### config.mk
export PLATFORM = sky130hd
export DESIGN_NAME = imem_loader_flat
export DESIGN_NICKNAME = d
export VERILOG_FILES = /design/src/rtl/imem_loader_pkg.sv /design/src/rtl/imem_loader_if.sv /design/src/rtl/imem_loader_packer.sv /design/src/rtl/imem_loader.sv /design/src/flat_wrapper.sv
export SDC_FILE = /design/constraint.sdc
export NUM_CORES = 1
export LEC_CHECK = 0
export ABC_AREA = 1
export BUFFER_PORTS_ARGS = -buffer_cell sky130_fd_sc_hd__buf_2
export CAP_MARGIN = 20
export CORE_MARGIN = 10
export CORE_UTILIZATION = 53
export CTS_CLUSTER_SIZE = 30
export DETAILED_ROUTE_END_ITERATION = 8
export PLACE_DENSITY = 0.76
export SLEW_MARGIN = 10
export SYNTH_ARGS = -nofsm -noshare
export SYNTH_HDL_FRONTEND = slang
export SYNTH_SLANG_ARGS = --single-unit
### constraint.sdc
create_clock -name clk -period 1.7 [get_ports clk]
set_clock_uncertainty 0.15 [all_clocks]
set_input_delay 0.17 -clock clk [delete_from_list [all_inputs] [get_ports clk]]
set_output_delay 0.17 -clock clk [all_outputs]
set_load 0.02 [all_outputs]
### src/rtl/imem_loader_pkg.sv
// Shared types and constants for the instruction-memory loader.
// The word count is 9 bits wide so that a count byte of 0 can stand for 256 words.
package imem_loader_pkg;

    localparam logic [7:0] SYNC_BYTE = 8'hA5;
    localparam int         CNT_W     = 9;

    typedef enum logic [2:0] {
        IDLE  = 3'd0,
        COUNT = 3'd1,
        DATA  = 3'd2,
        CHECK = 3'd3,
        ERR   = 3'd4
    } state_t;

    // A count byte of 0 encodes the full 256-word index space.
    function automatic logic [CNT_W-1:0] decode_count(input logic [7:0] b);
        return (b == 8'd0) ? 9'd256 : {1'b0, b};
    endfunction

endpackage

### src/rtl/imem_loader_if.sv
// Byte-stream input and IMEM write / status outputs of the loader.
// rx_valid is a one-cycle strobe with no back-pressure; imem_we is a one-cycle write with no ready.
interface imem_loader_if;

    logic [7:0]  rx_data;
    logic        rx_valid;
    logic        imem_we;
    logic [31:0] imem_addr;
    logic [31:0] imem_wdata;
    logic        cpu_hold;
    logic        load_busy;
    logic        load_done;
    logic        load_error;

    modport master (
        input  rx_data, rx_valid,
        output imem_we, imem_addr, imem_wdata,
        output cpu_hold, load_busy, load_done, load_error
    );

    modport slave (
        output rx_data, rx_valid,
        input  imem_we, imem_addr, imem_wdata,
        input  cpu_hold, load_busy, load_done, load_error
    );

endinterface

### src/rtl/imem_loader_packer.sv
// Packs bytes into little-endian 32-bit words and keeps a running XOR of every byte.
// word_valid pulses for one cycle after the fourth byte of each word.
module imem_loader_packer (
    input  logic        clk,
    input  logic        rst_n,
    input  logic        clear,
    input  logic        din_valid,
    input  logic [7:0]  din,
    output logic [1:0]  byte_cnt,
    output logic [7:0]  csum,
    output logic        word_valid,
    output logic [31:0] word
);

    logic [23:0] sr_q;

    always_ff @(posedge clk or negedge rst_n) begin
        if (!rst_n) begin
            byte_cnt   <= 2'd0;
            csum       <= 8'd0;
            sr_q       <= 24'd0;
            word_valid <= 1'b0;
            word       <= 32'd0;
        end else begin
            word_valid <= 1'b0;
            if (clear) begin
                byte_cnt <= 2'd0;
                csum     <= 8'd0;
            end else if (din_valid) begin
                byte_cnt <= byte_cnt + 2'd1;
                csum     <= csum ^ din;
                // Newest byte enters at the top so the first byte ends up in [7:0].
                sr_q     <= {din, sr_q[23:8]};
                if (byte_cnt == 2'd3) begin
                    word       <= {din, sr_q};
                    word_valid <= 1'b1;
                end
            end
        end
    end

endmodule

### src/rtl/imem_loader.sv
// Framed byte-stream loader: A5, count, N little-endian words, XOR checksum.
// Writes each word to IMEM and holds the CPU until a load completes cleanly.
module imem_loader
    import imem_loader_pkg::*;
#(
    parameter logic [31:0] BASE_ADDR      = 32'h0000_0000,
    parameter logic [23:0] TIMEOUT_CYCLES = 24'd5_000_000,
    parameter logic        HOLD_AT_RESET  = 1'b0
) (
    input  logic          clk,
    input  logic          reset_n,
    imem_loader_if.master bus,
    output state_t        dbg_state
);

    state_t            state_q, state_d;
    logic [CNT_W-1:0]  count_q;
    logic [CNT_W-1:0]  word_cnt_q;
    logic [31:0]       addr_q;
    logic [23:0]       tcnt_q;
    logic              hold_q;
    logic              done_q;

    logic              busy, start, data_byte, last_word, chk_ok, chk_bad, timeout;
    logic [1:0]        byte_cnt;
    logic [7:0]        csum;
    logic              word_valid;
    logic [31:0]       word;

    imem_loader_packer u_packer (
        .clk        (clk),
        .rst_n      (reset_n),
        .clear      (start),
        .din_valid  (data_byte),
        .din        (bus.rx_data),
        .byte_cnt   (byte_cnt),
        .csum       (csum),
        .word_valid (word_valid),
        .word       (word)
    );

    always_ff @(posedge clk or negedge reset_n) begin
        if (!reset_n) state_q <= IDLE;
        else          state_q <= state_d;
    end

    always_comb begin
        state_d = state_q;
        case (state_q)
            IDLE:    if (start) state_d = COUNT;
            COUNT: begin
                if (timeout)           state_d = ERR;
                else if (bus.rx_valid) state_d = DATA;
            end
            DATA: begin
                if (timeout)        state_d = ERR;
                else if (last_word) state_d = CHECK;
            end
            CHECK: begin
                if (timeout || chk_bad) state_d = ERR;
                else if (chk_ok)        state_d = IDLE;
            end
            ERR:     if (start) state_d = COUNT;
            default: state_d = IDLE;
        endcase
    end

    always_comb begin
        busy      = (state_q == COUNT) || (state_q == DATA) || (state_q == CHECK);
        start     = bus.rx_valid && (bus.rx_data == SYNC_BYTE) &&
                    ((state_q == IDLE) || (state_q == ERR));
        data_byte = bus.rx_valid && (state_q == DATA);
        last_word = data_byte && (byte_cnt == 2'd3) && (word_cnt_q == count_q - 9'd1);
        chk_ok    = bus.rx_valid && (state_q == CHECK) && (bus.rx_data == csum);
        chk_bad   = bus.rx_valid && (state_q == CHECK) && (bus.rx_data != csum);
        // A byte arriving in the expiry cycle wins, hence the !rx_valid term.
        timeout   = busy && !bus.rx_valid && (tcnt_q == TIMEOUT_CYCLES - 24'd1);
    end

    always_ff @(posedge clk or negedge reset_n) begin
        if (!reset_n) begin
            count_q    <= '0;
            word_cnt_q <= '0;
            addr_q     <= BASE_ADDR;
            tcnt_q     <= 24'd0;
            hold_q     <= HOLD_AT_RESET;
            done_q     <= 1'b0;
        end else begin
            done_q <= chk_ok;
            if (state_q == COUNT && bus.rx_valid)
                count_q <= decode_count(bus.rx_data);
            if (start)
                word_cnt_q <= '0;
            else if (data_byte && byte_cnt == 2'd3)
                word_cnt_q <= word_cnt_q + 9'd1;
            if (start)
                addr_q <= BASE_ADDR;
            else if (word_valid)
                addr_q <= addr_q + 32'd4;
            if (bus.rx_valid || !busy || timeout)
                tcnt_q <= 24'd0;
            else
                tcnt_q <= tcnt_q + 24'd1;
            if (start)
                hold_q <= 1'b1;
            else if (chk_ok)
                hold_q <= 1'b0;
        end
    end

    assign bus.imem_we    = word_valid;
    assign bus.imem_addr  = addr_q;
    assign bus.imem_wdata = word;
    assign bus.cpu_hold   = hold_q;
    assign bus.load_busy  = busy;
    assign bus.load_done  = done_q;
    assign bus.load_error = (state_q == ERR);
    assign dbg_state      = state_q;

endmodule

### src/flat_wrapper.sv
// flat-port wrapper written by rule: the top's interface ports become plain ports
module imem_loader_flat import imem_loader_pkg::*;
#(
    parameter logic [31:0] BASE_ADDR      = 32'h0000_0000,
    parameter logic [23:0] TIMEOUT_CYCLES = 24'd5_000_000,
    parameter logic        HOLD_AT_RESET  = 1'b0
)
  (clk, reset_n, dbg_state, bus_rx_data, bus_rx_valid, bus_imem_we, bus_imem_addr, bus_imem_wdata, bus_cpu_hold, bus_load_busy, bus_load_done, bus_load_error);
  imem_loader_if bus_i ();
  input  logic clk;
  input  logic reset_n;
  output state_t dbg_state;
  input wire logic [$bits(bus_i.rx_data)-1:0] bus_rx_data;
  input wire logic [$bits(bus_i.rx_valid)-1:0] bus_rx_valid;
  output wire logic [$bits(bus_i.imem_we)-1:0] bus_imem_we;
  output wire logic [$bits(bus_i.imem_addr)-1:0] bus_imem_addr;
  output wire logic [$bits(bus_i.imem_wdata)-1:0] bus_imem_wdata;
  output wire logic [$bits(bus_i.cpu_hold)-1:0] bus_cpu_hold;
  output wire logic [$bits(bus_i.load_busy)-1:0] bus_load_busy;
  output wire logic [$bits(bus_i.load_done)-1:0] bus_load_done;
  output wire logic [$bits(bus_i.load_error)-1:0] bus_load_error;
  assign bus_i.rx_data = bus_rx_data;
  assign bus_i.rx_valid = bus_rx_valid;
  assign bus_imem_we = bus_i.imem_we;
  assign bus_imem_addr = bus_i.imem_addr;
  assign bus_imem_wdata = bus_i.imem_wdata;
  assign bus_cpu_hold = bus_i.cpu_hold;
  assign bus_load_busy = bus_i.load_busy;
  assign bus_load_done = bus_i.load_done;
  assign bus_load_error = bus_i.load_error;
  imem_loader #(.BASE_ADDR(BASE_ADDR), .TIMEOUT_CYCLES(TIMEOUT_CYCLES), .HOLD_AT_RESET(HOLD_AT_RESET)) u_core (.clk(clk), .reset_n(reset_n), .bus(bus_i), .dbg_state(dbg_state));
endmodule
==> results.sh <==
export IMPL_outcome="complete, but fails checks"
export IMPL_violations="setup timing"
export IMPL_cts_sinks=144
export IMPL_gr_total_overflow=0
export IMPL_worstSkewPairLatency_ps=430
export IMPL_hpwl_um=13300
export IMPL_crit_buf_inv=0
export IMPL_grt_first_pass_wirelength_um=31600
export IMPL_cts_buffers=17
export IMPL_grt_max_degree=51
export IMPL_p_leak_nw=4.95
export IMPL_mostFrequentLayoutCells="213 x nand2_1, 130 x dfrtp_1, 97 x inv_1"
export IMPL_critPathLaunch="u_core.tcnt_q[1]"
export IMPL_whs_ps=35.1
export IMPL_yosysWarnings=0
export IMPL_r2r_end="u_core.dbg_state[1]"
export IMPL_crit_type="register to register"
export IMPL_period_needed_ps=2000
export IMPL_coreArea_um2=13400
export IMPL_place_gp_congestion=0.936
export IMPL_cap_violations=0
export IMPL_postSynthCellCount=924
export IMPL_start_util_pct=54.8
export IMPL_die_area_um2=19000
export IMPL_yosysTopAreaCell="dfrtp_1"
export IMPL_rsz0062_at_grt="yes"
export IMPL_rows=42
export IMPL_synth_area_top_cells="dfrtp_1 49%, nand2_1 12%, o21ai_0 6.0%"
export IMPL_io_pins=83
export IMPL_path_delay_family="simple AND/OR/NAND/NOR gates"
export IMPL_fmax_ghz=0.499
export IMPL_setup_viol=30
export IMPL_yosys_area_top_type_share_pct=49.1
export IMPL_synth_edff_count=0
export IMPL_routed_wl_um=21200
export IMPL_drt_pass1_iterations=6
export IMPL_min_path_type="input port to register"
export IMPL_h_tree_depth=4
export IMPL_ys_types=41
export IMPL_cp_cell_sequence="ha_2 -> nand2_2 -> nor2_4 -> nand2_2 -> nor2_1 -> nand4_1 -> nand2_1 -> nand2_2 -> o211ai_1"
export IMPL_clkSlewWorstSetupHoldPaths_ps=60
export IMPL_die_height_um=138
export IMPL_cp_start_kind="register"
export IMPL_root_buffer="clkbuf_16"
export IMPL_syn_to_final_growth_pct=37.0
export IMPL_irDropWorstVdd_mv=1.09
export IMPL_final_util_pct=75.0
export IMPL_slew_viol_final=0
export IMPL_synth_seq_cells=144
export IMPL_synth_async_reset_ratio_pct=100
export IMPL_drt_initial_drc_count=627
export IMPL_cts_tree="built"
export IMPL_timing_final_crit_share_pct=118
export IMPL_reg2reg_slack_ps=-300
export IMPL_remaining_drc_errors=0
export IMPL_cp_common_cell="nand2_2"
export IMPL_antenna_left=0
export IMPL_timing_rr_start="u_core.tcnt_q[1]"
export IMPL_ys_flop_type="dfrtp_1"
export IMPL_antenna_found_initial=0
export IMPL_nNetsFinal=1138
export IMPL_routed_via_density=5.47
export IMPL_critical_path_peak_fanout=5
export IMPL_placed_area_um2=8460
export IMPL_final_hold_viol_count=0
export IMPL_via_count=7166
export IMPL_die_x_um=138
export IMPL_seq_area_frac_synth_pct=49.1
export IMPL_cp_slowest_stage_delay_ps=350
export IMPL_final_layout_size_suffix_gt1_share_pct=33.2
export IMPL_arrival_ps=2170
export IMPL_post_synth_cell_area_avg_um2=7.94
export IMPL_r2r_cells=9
export IMPL_cp_depth=9
export IMPL_crit_required_ps=1870
export IMPL_layout_commonest_cell="nand2_1"
export IMPL_p_total_mw=13.5
export IMPL_clockBufferDepth=2
export IMPL_crit_path_end="u_core.dbg_state[1]"
export IMPL_grt_pass1_vias=6606
export IMPL_diodes=0
export IMPL_cp_end_kind="register"
export IMPL_syn_area_um2=7340
export IMPL_io_buffer_count=80
export IMPL_fillers=893
export IMPL_p_per_area_nw_per_um2=1350
export IMPL_setup_slack_ps=-304
export IMPL_track_usage_pct=20.4
export IMPL_stdcell_area_um2=10000
export IMPL_crit_path_top_delay_cell="dfrtp_1"
export IMPL_wire_per_inst_um=16.2
## how the worst min path moves through the flow
stage / startpoint / end / slack [ps] / cells past startpoint
after floorplan: reset_n / u_core.bus.cpu_hold / -280 / 0
after global placement: reset_n / u_core.u_packer.word[4] / -20 / 1
after detailed placement: reset_n / u_core.u_packer.word[4] / -10 / 1
after CTS: bus_rx_data[6] / u_core.u_packer.csum[6] / 4 / 3
after global routing: bus_rx_data[6] / u_core.u_packer.sr_q[22] / 60 / 3
final: bus_rx_data[6] / u_core.u_packer.csum[6] / 40 / 3
## layer usage
layer	vias to the layer above	global-route usage [%]	share of wire [%]
met5	-	0	0
met4	0	6.79	2.2
met3	51	4.55	6.5
met2	305	33.3	50
met1	3426	26.3	42
li1	3384	-	-
## power by group
part	total, mW	internal, mW	switching [mW]
Clock	3.70	2.19	1.51
Combinational	4.78	1.89	2.90
Sequential	5.06	4.34	0.719
Total	13.5	8.42	5.12
## tightest hold or removal path: stages
cell     delay, ps
buf_2          140
xnor2_1        160
o21ai_0        100
## layout make-up
class / instances / area [µm²] / share of cell area (%)
multi-input combinational: 639 / 3640 / 36.2
inverter: 116 / 444 / 4.42
sequential: 144 / 3620 / 36.0
clock buffer: 18 / 439 / 4.37
tap: 176 / 220 / 2.19
timing repair buffer: 204 / 1550 / 15.4
clock inverter: 13 / 136 / 1.36
## Yosys cell counts, types with 2 or more instances
| library cell | instances |
|---|---|
| a21oi_1 | 25 |
| nand3_2 | 4 |
| nand2_2 | 4 |
| dfrtp_1 | 144 |
| inv_2 | 9 |
| nor2_1 | 94 |
| nand3_1 | 40 |
| nand4_2 | 2 |
| nor2_2 | 8 |
| o211ai_1 | 2 |
| a211oi_1 | 2 |
| nor3_1 | 31 |
| o31ai_1 | 2 |
| a31oi_1 | 4 |
| buf_2 | 13 |
| inv_1 | 106 |
| o21ai_1 | 6 |
| nand2_1 | 238 |
| buf_4 | 3 |
| nor3_2 | 10 |
| ha_1 | 5 |
| nand4_1 | 25 |
| xnor2_1 | 11 |
| nor3b_1 | 2 |
| o21ai_0 | 88 |
| clkbuf_1 | 10 |
| o21a_1 | 3 |
| xor2_1 | 11 |
| nor2_4 | 6 |
| nor3b_2 | 2 |
| nor4_1 | 4 |
## what timing repair did
item | CTS | global route
gates cloned | 0 | 4
hold buffers | 10 | 0
endpoints found under the hold margin | 160 | 0
gates resized for setup | 31 | 129
pin swaps | 6 | 40
endpoints found under the setup margin | 21 | 93
buffers inserted | 9 | 29
## through the flow
stage,instances,worst slack [ps],setup TNS (ps)
after detailed placement,1227,-95.0,-429
after floorplan,925,-0.101,-0.101
after global placement,1227,-37.4,-37.4
after CTS,1277,-75.4,-331
final,1310,-304,-4270
after global routing,1310,-359,-7730
## sequential cells by signal, indices dropped and copies added (netlist names)
name / cells
u_core.u_packer.word: 32
u_core.bus.imem_addr: 30
u_core.tcnt_q: 24
u_core.u_packer.sr_q: 24
u_core.count_q: 9
u_core.word_cnt_q: 9
u_core.u_packer.csum: 8
u_core.dbg_state: 3
u_core.u_packer.byte_cnt: 2
u_core.bus.cpu_hold: 1
u_core.bus.load_done: 1
u_core.u_packer.word_valid: 1
## kinds of logic (layout without fill, tap and decap cells)
| group | Yosys count | after routing | synth area share, % |
|---|---|---|---|
| flops | 144 | 144 | 49.1 |
| compound gates | 135 | 135 | 9.75 |
| xor+xnor | 22 | 22 | 2.63 |
| fa+ha+maj | 5 | 5 | 0.853 |
| simple gates | 475 | 475 | 30.0 |
| buf+inv | 142 | 351 | 7.64 |
| other cells | 1 | 2 | 0.0511 |
Note: power is estimated with default switching activity, not from simulation.
